## config.mk

```make
export PLATFORM = sky130hd
export DESIGN_NAME = fht_bank_wr
export DESIGN_NICKNAME = d
export VERILOG_FILES = /design/src/rtl/fht_pkg.sv /design/src/rtl/fht_scale_sat.sv /design/src/rtl/fht_bank_wr.sv
export SDC_FILE = /design/constraint.sdc
export NUM_CORES = 1
export LEC_CHECK = 0
export ABC_AREA = 1
export BUFFER_PORTS_ARGS = -buffer_cell sky130_fd_sc_hd__buf_2
export CORE_UTILIZATION = 25
export CTS_CLUSTER_SIZE = 40
export DETAILED_ROUTE_END_ITERATION = 10
export GPL_TIMING_DRIVEN = 0
export PLACE_DENSITY = 0.41
export SLEW_MARGIN = 20
export SYNTH_ARGS = -nofsm -noshare
export SYNTH_HDL_FRONTEND = slang
export SYNTH_SLANG_ARGS = --single-unit
```

## constraint.sdc

```tcl
create_clock -name iCLK -period 4.4 [get_ports iCLK]
set_input_delay 1.1 -clock iCLK [delete_from_list [all_inputs] [get_ports iCLK]]
set_output_delay 1.1 -clock iCLK [all_outputs]
set_load 0.02 [all_outputs]
```

## src/rtl/fht_pkg.sv

```systemverilog
// Shared definitions for the FHT bank write-back stage: state encoding,
// default widths and saturation bounds derived from the data width.
package fht_pkg;

   localparam int D_BIT_DEF  = 17;
   localparam int A_BIT_DEF  = 8;
   localparam int ST_BIT_DEF = 4;
   localparam int ST_NUM_DEF = 10;

   typedef enum logic [1:0] {
      ST_IDLE = 2'd0,
      ST_RUN  = 2'd1,
      ST_DONE = 2'd2
   } fht_state_t;

   // Largest value representable in a d-bit two's complement word.
   function automatic longint sat_max(input int d);
      return (longint'(1) <<< (d - 1)) - longint'(1);
   endfunction

   // Smallest value representable in a d-bit two's complement word.
   function automatic longint sat_min(input int d);
      return -(longint'(1) <<< (d - 1));
   endfunction

endpackage

```

## src/rtl/fht_scale_sat.sv

```systemverilog
// One lane of optional halving: pass-through, or (x + 1) >>> 1 with the
// rounding increment checked against the word range before the shift.
// Only the increment of the maximum positive word leaves the range; that
// case clamps to the maximum and raises the overflow flag.
module fht_scale_sat
   import fht_pkg::*;
#(
   parameter int D_BIT = D_BIT_DEF
) (
   input  logic                    i_scale,
   input  logic signed [D_BIT-1:0] i_x,
   output logic signed [D_BIT-1:0] o_y,
   output logic                    o_ovf
);

   localparam logic signed [D_BIT:0] MAX_V = (D_BIT+1)'(sat_max(D_BIT));
   localparam logic signed [D_BIT:0] MIN_V = (D_BIT+1)'(sat_min(D_BIT));

   logic signed [D_BIT:0] w_inc;

   // Rounding increment, sign-extended by one bit so it cannot wrap.
   assign w_inc = {i_x[D_BIT-1], i_x} + (D_BIT+1)'(1);

   // Select pass-through, clamped or halved result for this lane.
   always_comb begin
      o_y   = i_x;
      o_ovf = 1'b0;
      if (i_scale) begin
         if (w_inc > MAX_V) begin
            o_y   = MAX_V[D_BIT-1:0];
            o_ovf = 1'b1;
         end else if (w_inc < MIN_V) begin
            o_y   = MIN_V[D_BIT-1:0];
            o_ovf = 1'b1;
         end else begin
            o_y   = w_inc[D_BIT:1];
         end
      end
   end

endmodule

```

## src/rtl/fht_bank_wr.sv

```systemverilog
// Write-back stage behind the double butterfly. Every accepted beat becomes
// one registered write to all four banks at the current beat address; beat
// and stage counters track stage and transform completion.
//
// Handshake: there is no back-pressure. A beat is taken on any rising edge
// with iVALID=1 while the FSM is in RUN; iVALID outside RUN drops the beat
// and sets the sticky error flag (an iSTART accepted on the same edge wins
// and leaves the flag clear).
module fht_bank_wr
   import fht_pkg::*;
#(
   parameter int D_BIT  = D_BIT_DEF,
   parameter int A_BIT  = A_BIT_DEF,
   parameter int ST_BIT = ST_BIT_DEF,
   parameter int ST_NUM = ST_NUM_DEF
) (
   input  logic                    iCLK,
   input  logic                    iRESET,
   input  logic                    iSTART,
   input  logic                    iVALID,
   input  logic                    iSCALE,
   input  logic signed [D_BIT-1:0] iY_0,
   input  logic signed [D_BIT-1:0] iY_1,
   input  logic signed [D_BIT-1:0] iY_2,
   input  logic signed [D_BIT-1:0] iY_3,
   output logic                    oWR_EN,
   output logic [A_BIT-1:0]        oWR_ADDR,
   output logic signed [D_BIT-1:0] oWR_0,
   output logic signed [D_BIT-1:0] oWR_1,
   output logic signed [D_BIT-1:0] oWR_2,
   output logic signed [D_BIT-1:0] oWR_3,
   output logic [ST_BIT-1:0]       oSTAGE,
   output logic                    oST_LAST,
   output logic                    oST_DONE,
   output logic                    oFHT_DONE,
   output logic                    oBUSY,
   output logic                    oOVF,
   output logic                    oERR,
   output fht_state_t              oDBG_STATE
);

   localparam logic [ST_BIT-1:0] STAGE_LAST = ST_BIT'(ST_NUM - 1);

   fht_state_t r_state;
   fht_state_t w_state_nxt;

   logic [A_BIT-1:0]        r_beat;
   logic [ST_BIT-1:0]       r_stage;
   logic [ST_BIT-1:0]       r_stage_q;
   logic                    r_wr_en;
   logic [A_BIT-1:0]        r_wr_addr;
   logic signed [D_BIT-1:0] r_wr [4];
   logic                    r_st_done;
   logic                    r_fht_done;
   logic                    r_ovf;
   logic                    r_err;

   logic signed [D_BIT-1:0] w_y_in [4];
   logic signed [D_BIT-1:0] w_y_sc [4];
   logic [3:0]              w_lane_ovf;
   logic                    w_start;
   logic                    w_beat;
   logic                    w_stray;
   logic                    w_beat_wrap;
   logic                    w_stage_last;
   logic                    w_last_write;

   assign w_y_in[0] = iY_0;
   assign w_y_in[1] = iY_1;
   assign w_y_in[2] = iY_2;
   assign w_y_in[3] = iY_3;

   for (genvar g = 0; g < 4; g++) begin : g_lane
      fht_scale_sat #(
         .D_BIT (D_BIT)
      ) u_scale_sat (
         .i_scale (iSCALE),
         .i_x     (w_y_in[g]),
         .o_y     (w_y_sc[g]),
         .o_ovf   (w_lane_ovf[g])
      );
   end

   assign w_start      = (r_state == ST_IDLE) && iSTART;
   assign w_beat       = (r_state == ST_RUN) && iVALID;
   assign w_stray      = (r_state != ST_RUN) && iVALID;
   assign w_beat_wrap  = (r_beat == {A_BIT{1'b1}});
   assign w_stage_last = (r_stage == STAGE_LAST);
   assign w_last_write = w_beat && w_beat_wrap && w_stage_last;

   // Next state: start from idle, finish on the last beat of the last stage,
   // spend exactly one cycle in DONE.
   always_comb begin
      w_state_nxt = r_state;
      case (r_state)
         ST_IDLE: if (iSTART) w_state_nxt = ST_RUN;
         ST_RUN:  if (w_last_write) w_state_nxt = ST_DONE;
         ST_DONE: w_state_nxt = ST_IDLE;
         default: w_state_nxt = ST_IDLE;
      endcase
   end

   // State register.
   always_ff @(posedge iCLK) begin
      if (iRESET) r_state <= ST_IDLE;
      else        r_state <= w_state_nxt;
   end

   // Beat/stage counters and sticky flags; the displayed stage lags the
   // counter so it changes the cycle after the stage-done pulse.
   always_ff @(posedge iCLK) begin
      if (iRESET) begin
         r_beat    <= '0;
         r_stage   <= '0;
         r_stage_q <= '0;
         r_ovf     <= 1'b0;
         r_err     <= 1'b0;
      end else begin
         r_stage_q <= r_stage;
         if (w_beat) begin
            r_beat <= r_beat + 1'b1;
            if (w_beat_wrap && !w_stage_last) r_stage <= r_stage + 1'b1;
            if (iSCALE && (|w_lane_ovf)) r_ovf <= 1'b1;
         end
         if (w_start) begin
            r_beat    <= '0;
            r_stage   <= '0;
            r_stage_q <= '0;
            r_ovf     <= 1'b0;
            r_err     <= 1'b0;
         end else if (w_stray) begin
            r_err <= 1'b1;
         end
      end
   end

   // Write port: strobes pulse for one cycle, address/data hold between beats.
   always_ff @(posedge iCLK) begin
      if (iRESET) begin
         r_wr_en    <= 1'b0;
         r_wr_addr  <= '0;
         r_st_done  <= 1'b0;
         r_fht_done <= 1'b0;
         for (int i = 0; i < 4; i++) r_wr[i] <= '0;
      end else begin
         r_wr_en    <= w_beat;
         r_st_done  <= w_beat && w_beat_wrap;
         r_fht_done <= w_last_write;
         if (w_beat) begin
            r_wr_addr <= r_beat;
            for (int i = 0; i < 4; i++) r_wr[i] <= w_y_sc[i];
         end
      end
   end

   assign oWR_EN     = r_wr_en;
   assign oWR_ADDR   = r_wr_addr;
   assign oWR_0      = r_wr[0];
   assign oWR_1      = r_wr[1];
   assign oWR_2      = r_wr[2];
   assign oWR_3      = r_wr[3];
   assign oSTAGE     = r_stage_q;
   assign oST_LAST   = (r_stage_q == STAGE_LAST);
   assign oST_DONE   = r_st_done;
   assign oFHT_DONE  = r_fht_done;
   assign oBUSY      = (r_state != ST_IDLE);
   assign oOVF       = r_ovf;
   assign oERR       = r_err;
   assign oDBG_STATE = r_state;

endmodule

```

==> out/results.ini <==
[synthesis]
synth-async-reset-ratio = 0
synth-xor-area-share = 0.0675
synth_top_family_by_area = simple AND/OR/NAND/NOR gates
ys_seq_area_frac = 0.446
yosys.area_share.adder = 0.0231
ys_ff_latch = 99
synth_nets = 811
mappedNetlistArea_um2 = 5970
synth-edff-count = 68
yosys_warnings = 0
syn-mean-instance-area_um2 = 8.21
synth_ff_type = edfxtp_1
synthCells = 727
synth.area.mux_share = 0
synth-simple-area-share = 0.209
synth-compound-area-share = 0.157
synthDistinctLibCells = 41

[pwr]
ir_drop_mv = 0.154
p_per_area_nw_per_um2 = 294
p_leak_nw = 3.61

[placement]
placed_area_um2 = 7200
portBuffers = 160
hpwl_um = 14200
gp_congestion = 0.812
place_ws_ps = 1410

[cells_and_area]
final_common_cell = buf_2
fin_area_um2 = 7470
multi_input_area_um2 = 2740
layout_common_cells = buf_2 (166), nand2_1 (126), inv_1 (117)
area_growth_pct = 25.2
drive_gt1_frac = 0.260
ff_latch_area_um2 = 2660
fillers = 2554
nets = 983

[worst_hold_path]
min_path_type = reg -> reg

[worst_setup_path]
path_common_cell = nand2_1
crit_required_ps = 4510
worstPathArrival_ps = 2710
critical_path.top_delay_family = simple AND/OR/NAND/NOR gates
crit_buf_inv = 4
cp_cell_sequence = buf_2 > ha_1 > inv_1 > nor2_2 > nand2_1 > o21ai_0 > nand2_1 > nand2_2 > nand2_4 > inv_2 > o21ai_1 > nand2_1 > inv_1
crit_fanout = 9
start_kind = input pin
worstSetupEndpointType = flop
max_stage_delay_ps = 200
slowest_stage = nor2_2
crit_type = in -> reg

[global_route]
antenna_found_initial = 1
grt_overflow_total = 0
grt_max_degree = 36
grt_pass1_wl_um = 29000
grt_pass1_vias = 5303
grt_util_all_layers = 0.157

[floorplanning]
start_util = 0.254
fp-row-count = 56
die_x_um = 157
core_area_um2 = 23500
die_area_um2 = 24500
die_h_um = 157
io_pins = 162

[timing]
finClkSkew_ps = 6.93
tightest_slew_ps = 681
max_clock_freq_mhz = 385
rsz0062_at_grt = no
finalMaxSlewViolations = 0
timing.final.crit_share = 0.590
tns_ps = 0
timing.final.ws_setup_ps = 1800
setup_viol = 0
period_minus_slack_ps = 2600
slew_headroom = 0.546
hold_viol_final = 0

[clock_network]
cts_setup_buffers = 0
cts_tree = yes
clkSlewWorstSetupHoldPaths_ps = 70
numCtsBuffers = 9
cts_buffer_depth = 2
post_cts_resized = 0
holdBufCountCts = 0
clock_latency_ps = 360
root_buffer = clkbuf_16
cts_sinks = 99
htreeDepth = 3

[job]
timing.max_cap.violations = 0

[route]
drtAntennaViolNets = 0
wirelength_um = 18500
wire_per_inst_um = 15.1
drtIter0Drc = 175
drc = 0
via_per_inst = 4.40
routed-via-count = 5381
drt_pass1_iterations = 4

[run_status]
status = finished clean

synth_stat cells, types with 2 or more instances:
| master | count | area, µm² |
|---|---|---|
| dfxtp_1 | 31 | 621 |
| a211oi_1 | 2 | 15.0 |
| o21ai_2 | 7 | 61.3 |
| nor2_2 | 7 | 43.8 |
| clkbuf_1 | 9 | 33.8 |
| xnor2_1 | 19 | 166 |
| xor2_1 | 27 | 236 |
| o21ai_1 | 11 | 55.1 |
| nand2_2 | 8 | 50.1 |
| nor2_1 | 71 | 267 |
| buf_2 | 6 | 30.0 |
| nand3_1 | 37 | 185 |
| o211ai_2 | 5 | 62.6 |
| nor2_4 | 5 | 56.3 |
| edfxtp_1 | 68 | 2040 |
| nand4_1 | 4 | 25.0 |
| nor3_1 | 10 | 50.1 |
| o21ai_0 | 37 | 185 |
| nor4_1 | 2 | 12.5 |
| inv_1 | 117 | 439 |
| a21oi_1 | 34 | 170 |
| nand2_4 | 3 | 33.8 |
| inv_2 | 9 | 33.8 |
| ha_1 | 11 | 138 |
| buf_4 | 2 | 15.0 |
| o211ai_1 | 25 | 188 |
| o21bai_1 | 2 | 15.0 |
| nand2_1 | 127 | 477 |
| o221ai_1 | 19 | 166 |
cell type report:
class                      count  share of cell area
antenna                        1            0.000335
buffer                        19              0.0126
clock buffer                   9              0.0301
clock inverter                 7             0.00653
inverter                     128              0.0646
multi-input combinational    481               0.366
sequential                    99               0.356
tap                          319              0.0534
timing repair buffer         161               0.110
per-stage QoR:
step,hold slack [ps],util,power [W],instances
after global placement,451,0.305,0.00144,1206
after global routing,498,0.318,0.00231,1223
after floorplan,447,-,0.00128,727
after CTS,466,0.318,0.00224,1223
final,460,0.318,0.00220,1224
after detailed placement,454,0.307,0.00144,1207
cell families after synthesis:
kind of cell | Yosys count
AO/OA/AOI/OAI | 145
XOR/XNOR | 46
adder cells (fa/ha/maj) | 11
buffers and inverters | 147
flip-flops | 99
AND/OR/NAND/NOR | 279
flip-flops by register name, summed over array words and instances, names as in the netlist:
register,count
r_stage,4
oOVF,1
r_wr,68
oWR_EN,1
r_beat,8
oWR_ADDR,8
oDBG_STATE,2
oFHT_DONE,1
oERR,1
oST_DONE,1
oSTAGE,4
power by group:
part | internal (W) | total (W) | switching (W)
registers | 0.00104 | 0.00105 | 0.0000116
logic | 0.000112 | 0.000359 | 0.000247
clock network | 0.000390 | 0.000784 | 0.000394
worst paths after layout:
| kind | start | end | slack (ps) | cells after the start |
|---|---|---|---|---|
| max | iY_1[1] | r_wr[1][4] | 1800 | 13 |
| min | oWR_ADDR[0] | oWR_ADDR[0] | 460 | 2 |
| max reg2reg | oDBG_STATE[1] | r_wr[2][8] | 2200 | 7 |
| min reg2reg | oWR_ADDR[0] | oWR_ADDR[0] | 460 | 2 |
routing by layer:
metal	part of all wire	GRT usage
met1	0.45	0.200
met2	0.48	0.266
met3	0.061	0.0379
met4	0.0076	0.0336
met5	0	0
tightest hold or removal path, delay by kind of cell (launching register included):
| family | cells | cell delay, ps |
|---|---|---|
| and+or+nand+nor | 1 | 60 |
| AOI/OAI and AO/OA | 1 | 50 |
| DFF | 1 | 310 |
No activity file was read; power rests on OpenSTA's default activity.
